===== src/rtl/instr_fetch.sv =====
// instr_fetch: PC holder that reads a synchronous instruction memory and hands words to the CU over valid/ready
module instr_fetch #(
    parameter int              ADDR_W   = 8,
    parameter int              INSTR_W  = 16,
    parameter logic [ADDR_W-1:0] RESET_PC = '0,
    parameter logic [3:0]      HALT_OP  = 4'hF
) (
    input  logic               clk,
    input  logic               rst,
    output logic               mem_rd,
    output logic [ADDR_W-1:0]  mem_addr,
    input  logic [INSTR_W-1:0] mem_rdata,
    output logic [INSTR_W-1:0] instr,
    output logic [ADDR_W-1:0]  instr_pc,
    output logic               instr_valid,
    input  logic               instr_ready,
    input  logic               branch_en,
    input  logic [ADDR_W-1:0]  branch_target,
    output logic               halted
);
    typedef enum logic [1:0] {S_REQ, S_WAIT, S_HOLD, S_HALTED} state_t;
    state_t state, next;
    logic [ADDR_W-1:0] pc;
    logic halt_pend;
    // state, pc and captured instruction; a branch discards any returning read
    always_ff @(posedge clk) begin
        if (rst) begin
            state     <= S_REQ;
            pc        <= RESET_PC;
            halt_pend <= 1'b0;
            instr     <= '0;
            instr_pc  <= '0;
        end else begin
            state <= next;
            if (branch_en) begin
                pc        <= branch_target;
                halt_pend <= 1'b0;
            end else if (state == S_WAIT) begin
                instr     <= mem_rdata;
                instr_pc  <= pc;
                pc        <= pc + ADDR_W'(1);
                halt_pend <= mem_rdata[INSTR_W-1 -: 4] == HALT_OP;
            end
        end
    end
    // next state: redirect overrides everything, HOLD waits for the CU
    always_comb begin
        next = state;
        case (state)
            S_REQ:    next = S_WAIT;
            S_WAIT:   next = S_HOLD;
            S_HOLD:   next = instr_ready ? (halt_pend ? S_HALTED : S_REQ) : S_HOLD;
            default:  next = S_HALTED;
        endcase
        if (branch_en) next = S_REQ;
    end
    // outputs decoded from state; the read strobe is suppressed while in reset
    always_comb begin
        mem_rd      = state == S_REQ && !rst;
        mem_addr    = pc;
        instr_valid = state == S_HOLD;
        halted      = state == S_HALTED;
    end
endmodule


===== config.mk =====
export PLATFORM = sky130hd
export DESIGN_NAME = instr_fetch
export DESIGN_NICKNAME = d
export VERILOG_FILES = /design/src/rtl/instr_fetch.sv
export SDC_FILE = /design/constraint.sdc
export NUM_CORES = 1
export LEC_CHECK = 0
export BUFFER_PORTS_ARGS = -buffer_cell sky130_fd_sc_hd__buf_2
export CAP_MARGIN = 40
export CELL_PAD_IN_SITES_DETAIL_PLACEMENT = 1
export CELL_PAD_IN_SITES_GLOBAL_PLACEMENT = 1
export CORE_AREA = 2 2 73 75
export DETAILED_ROUTE_END_ITERATION = 10
export DIE_AREA = 0 0 75 77
export GPL_ROUTABILITY_DRIVEN = 1
export PLACE_DENSITY = 0.83
export SLEW_MARGIN = 15
export SYNTH_ARGS = -nofsm -noshare
export SYNTH_HDL_FRONTEND = slang
export SYNTH_SLANG_ARGS = --single-unit

===== constraint.sdc =====
create_clock -name clk -period 1.6 [get_ports clk]
set_input_delay 0.08 -clock clk [delete_from_list [all_inputs] [get_ports clk]]
set_output_delay 0.08 -clock clk [all_outputs]
set_load 0.03 [all_outputs]

Word level (Yosys, flattened, before mapping)
Cells that the tools add are included.
{"block": "totals", "reg_bits": 35, "wordCells": 22, "output_inout_bits": 35, "inputBits": 28}
{"block": "classes", "reduce_logical": 6, "mux": 5, "eq_ne": 4, "bitwise": 1, "n_addsub": 1}
{"cell": "$mux W8", "count": 2}
{"cell": "$add A8 B1 Y8 const B", "count": 1}
{"cell": "$pmux W2 S3", "count": 1}
{"cell": "$eq A2 B2 Y1 const B", "count": 2}
{"cell": "$eq A4 B4 Y1 const B", "count": 1}
{"cell": "$mux W2", "count": 2}
{"cell": "$eq A2 B1 Y1 const B", "count": 1}
{"cell": "$logic_not A2 Y1", "count": 1}
{"cell": "$reduce_and A2 Y1", "count": 1}
{"cell": "$reduce_bool A2 Y1", "count": 1}
{"cell": "$reduce_or A2 Y1", "count": 1}
{"cell": "$logic_and A1 B1 Y1", "count": 1}
{"cell": "$logic_not A1 Y1", "count": 1}
{"cell": "$not A1 Y1", "count": 1}

Depth between registers and ports, before layout
Gate-level depths: netlist of run 1.
{"block": "depth", "ltp_word": 3, "mapped_depth": 6, "ltp_nobuf": 4}

Worst setup path after synthesis of run 1
No wires, ideal clock.
{"block": "synth_path", "path_type": "register -> register", "start": "register state[1]", "end": "register pc[7] (netlist: mem_addr[7])", "slack_ns": 0.043, "path_stages_with_launch": 6, "path_buffers": 2, "synth_period_minus_slack_ns": 1.557, "setup_time_ns": 0.079, "arrival_ns": 1.478, "required_time_ns": 1.521, "path_cell_list": "dfxtp_1 > buf_2 > or3b_1 > buf_2 > or4b_1 > o211ai_1"}
{"block": "synth_via", "elab_chain_len": 2}
{"element": "start, declared", "line_no": "22", "rtl": "state_t state, next;"}
{"element": "start signal, assigned", "line_no": "34", "rtl": "state <= next;"}
{"element": "$eq A2 B1 Y1", "line_no": "38", "rtl": "end else if (state == S_WAIT) begin"}
{"element": "$reduce_bool A2 Y1 (no line)"}
{"element": "end signal, assigned", "line_no": "36", "rtl": "pc <= branch_target;"}
{"element": "end signal, assigned", "line_no": "41", "rtl": "pc <= pc + ADDR_W'(1);"}
{"element": "end, declared", "line_no": "23", "rtl": "logic [ADDR_W-1:0] pc;"}
No other way between the ends.
A chain may end at the register's enable or synchronous reset.

Worst setup path after layout of run 1
{"block": "layout_path", "start": "register state[1]", "end": "register pc[4] (netlist: mem_addr[4])"}
The elaborated chain is that of the path after synthesis.

==> results.cfg, run 1 <==
[synth]
synth.ff_latch_count = 35
synth_top_area_share = 0.495
synth_top_cell_by_area = dfxtp_1
syn_area_um2 = 1420
ys_types = 34
synth_flop_cell = dfxtp_1
synth_warnings = 0
seq_area_frac_synth = 0.495
synth_area_per_cell_um2 = 8.09
syn_nets = 204
synth_cells = 175
synthTopCellsByArea = dfxtp_1 (50%), nand2_1 (13%), a21oi_1 (8.8%), clkbuf_1 (2.7%), o21ai_0 (2.1%)
synth_edf_count = 0
synthArstFlopShare = 0

[power]
p_sw_uw = 518
swShare = 0.285
pwr-share-seq = 0.512
clkPwrFrac = 0.339
intPower_mw = 1.30
p_leak_nw = 0.832
power_mw = 1.82
power_frac_comb = 0.150
powerDensity_nw_per_um2 = 949
max-vdd-ir-drop_mv = 0.451

[final_layout]
antenna_cells = 0
layout.nets = 269
stdcell_count = 311
drive_gt1_frac = 0.332
mostFrequentLayoutCells = buf_2 (62), nand2_1 (50), dfxtp_1 (35), a21oi_1 (25), buf_4 (9)
area_growth_pct = 35.4
fill_cells = 635
final_util = 0.385
final_common_cell = buf_2

[grt]
grt_pass1_wl_mm = 6.86
grt_pass1_vias = 1449
grt_max_degree = 25
antenna_found_initial = 0
overflow = 0
grt_usage = 0.153

[routing]
routed_wl_mm = 4.04
wire_per_inst_um = 13.0
vias_per_cell = 4.60
ant_nets = 0
drtIter0Drc = 39
drc_errors = 0
drt_first_pass_iters = 4
vias = 1431

[worst_setup_path]
path_buf_inv = 1
startpoint = state[1]
cp_top_family = simple AND/OR/NAND/NOR gates
reg2reg_depth = 4
critPathSlowestCell = or3_1
cp.required_ps = 1800
r2r_start = state[1]
reg2reg_to = mem_addr[4]
rrSetupSlack_ps = 190
endpoint = mem_addr[4]
cp-start-kind = flip-flop
cp.depth = 4
critPathMaxFanout = 8
endpoint_kind = flip-flop
crit_path_cell_trace = buf_4 > nand3b_1 > or3_1 > a311oi_1
critPathKind = flip-flop to flip-flop
critical_path.max_stage_delay_ps = 350
cp.arrival_ps = 1610

[placed_design]
dp_hpwl_mm = 3.03
placed_cells = 303
numPortBuffers = 62
globalplace.congestion = 0.745

[sta]
slew_violations = 0
final.setup.tns_ps = 0
report.final.hold_viol_count = 0
period_share = 0.880
rsz0062_at_grt = false
finalSetupViolCount = 0
period_minus_slack_ps = 1410
max_freq_ghz = 0.711
worst_pin_slew_ps = 469
finalClockSkew_ps = 4.88
maxSlewHeadroom = 0.686

[status]
status = completed

[worst_hold_path]
holdCritPathClass = input pin to flip-flop

[floorplan]
design.portCount = 63
core.rowCount = 26
dieArea_um2 = 5780
initial_core_util = 0.284
die_h_um = 77
dieWidth_um = 75
core-area_um2 = 4980

[clock_tree]
post_cts_buffers = 0
htreeDepth = 2
clk_latency_ps = 280
cts_num_sinks = 35
cts_inserted_buffers = 5
ctsHoldBuffers = 0
cts_root_buf = clkbuf_8
clkTransAtPathRegs_ps = 70
cts.path.max_buffers = 2
cts_tree = built
cts_resized = 0

[job]
maxCapViolCount = 0
## cell usage after synthesis, drive strengths merged (2+ instances only)
library cell / n
clkbuf: 10
a21oi: 25
o21ai: 6
a31oi: 2
nor2b: 2
nor2: 5
inv: 4
or3: 3
a211oi: 3
mux2i: 2
nand2b: 2
nand3: 2
xnor2: 2
dfxtp: 35
buf: 3
nor3: 3
nand2: 50
## sequential cells by signal (all words and copies together), names as in the netlist
register   flops
state          2
halt_pend      1
instr_pc       8
mem_addr       8
instr         16
## cell type report
cell class | instances | area [um2] | area share
well taps | 70 | 87.6 | 0.0457
clock inverters | 3 | 15.0 | 0.00784
flip-flops and latches | 35 | 701 | 0.366
inverters | 4 | 15.0 | 0.00784
clock buffers | 5 | 68.8 | 0.0359
multi-input cells | 123 | 651 | 0.340
repair buffers | 71 | 378 | 0.197
## per-stage QoR
stage | hold WS (ps) | cell area (um2) | setup slack, ps
2_1_floorplan | 216 | 1420 | 43.2
3_3_place_gp | 320 | 1830 | 256
3_5_place_dp | 330 | 1830 | 190
4_1_cts | 18.1 | 1920 | 175
5_1_grt | 18.9 | 1920 | 82.3
6_report | 29.3 | 1920 | 193
## tightest hold or removal path, delay by kind of cell
family | cells | cell delay, ps
AO/OA/AOI/OAI | 1 | 50
buffers and inverters | 1 | 90
AND/OR/NAND/NOR | 1 | 50
## worst min path at each step
| stage | start | end | slack, ps | cells past startpoint |
|---|---|---|---|---|
| floorplan | mem_rdata[0] | instr[0] | 220 | 2 |
| finish | mem_rdata[0] | instr[0] | 30 | 3 |
| global placement | mem_rdata[1] | instr[1] | 320 | 3 |
| global route | mem_rdata[9] | instr[9] | 20 | 3 |
| detailed placement | mem_rdata[2] | instr[2] | 330 | 3 |
| CTS | mem_rdata[0] | instr[0] | 20 | 3 |
## cells by family (layout without fill, tap and decap cells)
group	after synthesis	count (layout)	synth area share
fa+ha+maj	1	1	0.00884
simple gates	75	75	0.243
compound gates	43	43	0.177
xor+xnor	2	2	0.0124
buf+inv	17	83	0.0495
mux	2	2	0.0141
flops	35	35	0.495
## routing by layer
| metal | part of all wire | GRT usage |
|---|---|---|
| met1 | 0.44 | 0.191 |
| met2 | 0.48 | 0.254 |
| met3 | 0.067 | 0.0473 |
| met4 | 0.0094 | 0.0375 |
| met5 | 0 | 0 |
## power by group through the flow
stage / clock, mW / sequential (mW) / combinational, mW
2_1_floorplan: 0 / 1.01 / 0.101
3_3_place_gp: 0 / 0.948 / 0.273
3_5_place_dp: 0 / 0.951 / 0.276
4_1_cts: 0.647 / 0.931 / 0.278
5_1_grt: 0.691 / 0.937 / 0.300
6_report: 0.616 / 0.930 / 0.272
Power figures use the tool's default switching activity.
==> run 2: changes to the inputs <==
--- a/config.mk
+++ b/config.mk
@@ -5,13 +5,14 @@
 export SDC_FILE = /design/constraint.sdc
 export NUM_CORES = 1
 export LEC_CHECK = 0
+export ABC_AREA = 1
 export BUFFER_PORTS_ARGS = -buffer_cell sky130_fd_sc_hd__buf_2
 export CAP_MARGIN = 40
 export CELL_PAD_IN_SITES_DETAIL_PLACEMENT = 1
 export CELL_PAD_IN_SITES_GLOBAL_PLACEMENT = 1
-export CORE_AREA = 2 2 73 75
+export CORE_AREA = 2 2 76 78
 export DETAILED_ROUTE_END_ITERATION = 10
-export DIE_AREA = 0 0 75 77
+export DIE_AREA = 0 0 78 80
 export GPL_ROUTABILITY_DRIVEN = 1
 export PLACE_DENSITY = 0.83
 export SLEW_MARGIN = 15
==> run 2 against run 1 <==
Compared with the run above: global-route usage is 0.22 points lower; critical path type unchanged; utilization is 1.5 points lower; highest routed layer unchanged; critical path depth is 1 higher; clock skew is 4.6 ps higher; sequential cell count stayed put; area after synthesis is 7.1% higher; register-to-register slack better by 130 ps; clock power is 31% higher; wire length is 12% higher; non-clock buffer count is 5 lower; sequential power is 1% higher.
==> results.cfg, run 2 <==
[final_layout]
final_common_cell = nand2_1
drive_gt1_frac = 0.288
top_register = instr
antenna_cells = 0
final_util = 0.370
mostFrequentLayoutCells = nand2_1 (73), buf_2 (62), dfxtp_1 (35), a21oi_1 (24), inv_1 (21)
largest_register_ffs = 16
area_growth_pct = 32.0
stdcell_count = 353
layout.nets = 309

[synth]
synth_flop_cell = dfxtp_1
synthArstFlopShare = 0
synthTopCellsByArea = dfxtp_1 (46%), nand2_1 (18%), a21oi_1 (7.9%), inv_1 (5.2%), nor2_1 (4.2%)
synth_top_cell_by_area = dfxtp_1
yosys.cell_count.top_type = nand2_1
synth_edf_count = 0
synth_top_area_share = 0.462
synth_cells = 216
synth_warnings = 0
synth.ff_latch_count = 35
ys_types = 24
syn_area_um2 = 1520
syn_nets = 245
synth_area_per_cell_um2 = 7.01
seq_area_frac_synth = 0.462
ys_top_cells_by_count = nand2_1 (73), dfxtp_1 (35), a21oi_1 (24), inv_1 (21), nor2_1 (17)

[sta]
fin_hold_ws_ps = 30.3
max_freq_ghz = 0.785
timing.final.ws_setup_ps = 326
rsz0062_at_grt = false
report.final.hold_viol_count = 0
finalSetupViolCount = 0
maxSlewHeadroom = 0.763
final.setup.tns_ps = 0
worst_pin_slew_ps = 354
finalClockSkew_ps = 9.50
period_share = 0.796
slew_violations = 0
period_minus_slack_ps = 1270

[clock_tree]
htreeDepth = 2
cts_root_buf = clkbuf_8
clkTransAtPathRegs_ps = 80
cts_tree = built
clk_latency_ps = 290
cts_num_sinks = 35
cts_resized = 0
ctsHoldBuffers = 0
cts.path.max_buffers = 2
post_cts_buffers = 0
cts_inserted_buffers = 5

[worst_setup_path]
critical_path.max_stage_delay_ps = 440
startpoint = state[0]
reg2reg_to = mem_addr[2]
critPathSlowestCell = dfxtp_1
path_buf_inv = 1
cp.required_ps = 1820
cp.depth = 5
endpoint_kind = flip-flop
cp_top_family = flip-flops
crit_path_cell_trace = nand2_2 > nor2_4 > buf_4 > nand2_1 > a31oi_1
cp.arrival_ps = 1500
endpoint = mem_addr[2]
r2r_start = state[0]
critPathMaxFanout = 21
rrSetupSlack_ps = 330
reg2reg_depth = 5
critPathKind = flip-flop to flip-flop
cp-start-kind = flip-flop

[placed_design]
post-place-ws_ps = 320
dp_hpwl_mm = 3.33
globalplace.congestion = 0.794
numPortBuffers = 62
placed_cells = 345

[floorplan]
dieArea_um2 = 6240
core-area_um2 = 5410
die_h_um = 80
design.portCount = 63
dieWidth_um = 78
initial_core_util = 0.280
core.rowCount = 27

[routing]
drtIter0Drc = 54
routed_wl_mm = 4.51
vias_per_cell = 4.51
drt_first_pass_iters = 4
vias = 1593
wire_per_inst_um = 12.8
ant_nets = 0
drc_errors = 0

[power]
powerDensity_nw_per_um2 = 1020
p_leak_nw = 0.985
max-vdd-ir-drop_mv = 0.410

[job]
maxCapViolCount = 0

[worst_hold_path]
holdCritPathClass = input pin to flip-flop

[grt]
grt_pass1_vias = 1616
grt_max_degree = 23
grt_pass1_wl_mm = 7.39
overflow = 0
grt_usage = 0.151
antenna_found_initial = 0

[status]
status = completed
==> run 2: area by class of cell <==
class                           instances  area (um2)
Multi-Input combinational cell        149         668
Timing Repair Buffer                   66         340
Clock buffer                            5        68.8
Sequential cell                        35         701
Inverter                               23        88.8
Clock inverter                          3        43.8
Tap cell                               72        90.1
Fill cell                             720        3400
==> run 2: how the worst min path moves through the flow <==
stage	startpoint	endpoint	slack, ps	cells past startpoint
final	mem_rdata[6]	instr[6]	30	3
after global routing	mem_rdata[5]	instr[5]	30	3
after CTS	mem_rdata[6]	instr[6]	20	3
after detailed placement	mem_rdata[11]	instr[11]	340	3
after global placement	mem_rdata[6]	instr[6]	330	3
after floorplan	rst	mem_addr[0]	150	1
==> run 2: metrics by stage <==
| step | power (mW) | area (um2) |
|---|---|---|
| global route | 2.14 | 2000 |
| CTS | 2.06 | 2000 |
| finish | 2.04 | 2000 |
| global placement | 1.25 | 1890 |
| detailed placement | 1.25 | 1890 |
| floorplan | 1.15 | 1520 |
==> run 2: kinds of logic after synthesis <==
family	Yosys count	share of synthesized area
compound gates	40	0.140
fa+ha+maj	1	0.00826
buf+inv	32	0.0966
flops	35	0.462
simple gates	108	0.293
==> run 2: per-layer routing <==
| metal | part of all wire | GRT usage | wire length [um] |
|---|---|---|---|
| met5 | 0 | 0 | 0 |
| met4 | 0.015 | 0.0684 | 67 |
| met3 | 0.041 | 0.0305 | 186 |
| met2 | 0.48 | 0.262 | 2150 |
| met1 | 0.47 | 0.180 | 2100 |
==> run 2: worst register-to-register path: cells and delay by family, from the launching register on <==
kind | cells | cell delay (ps)
AO/OA/AOI/OAI | 1 | 150
AND/OR/NAND/NOR | 3 | 370
buffers and inverters | 1 | 260
flip-flops | 1 | 440
==> run 2: power breakdown <==
part,internal (mW),switching [mW]
combinational,0.0940,0.194
sequential,0.909,0.0339
clock,0.464,0.345
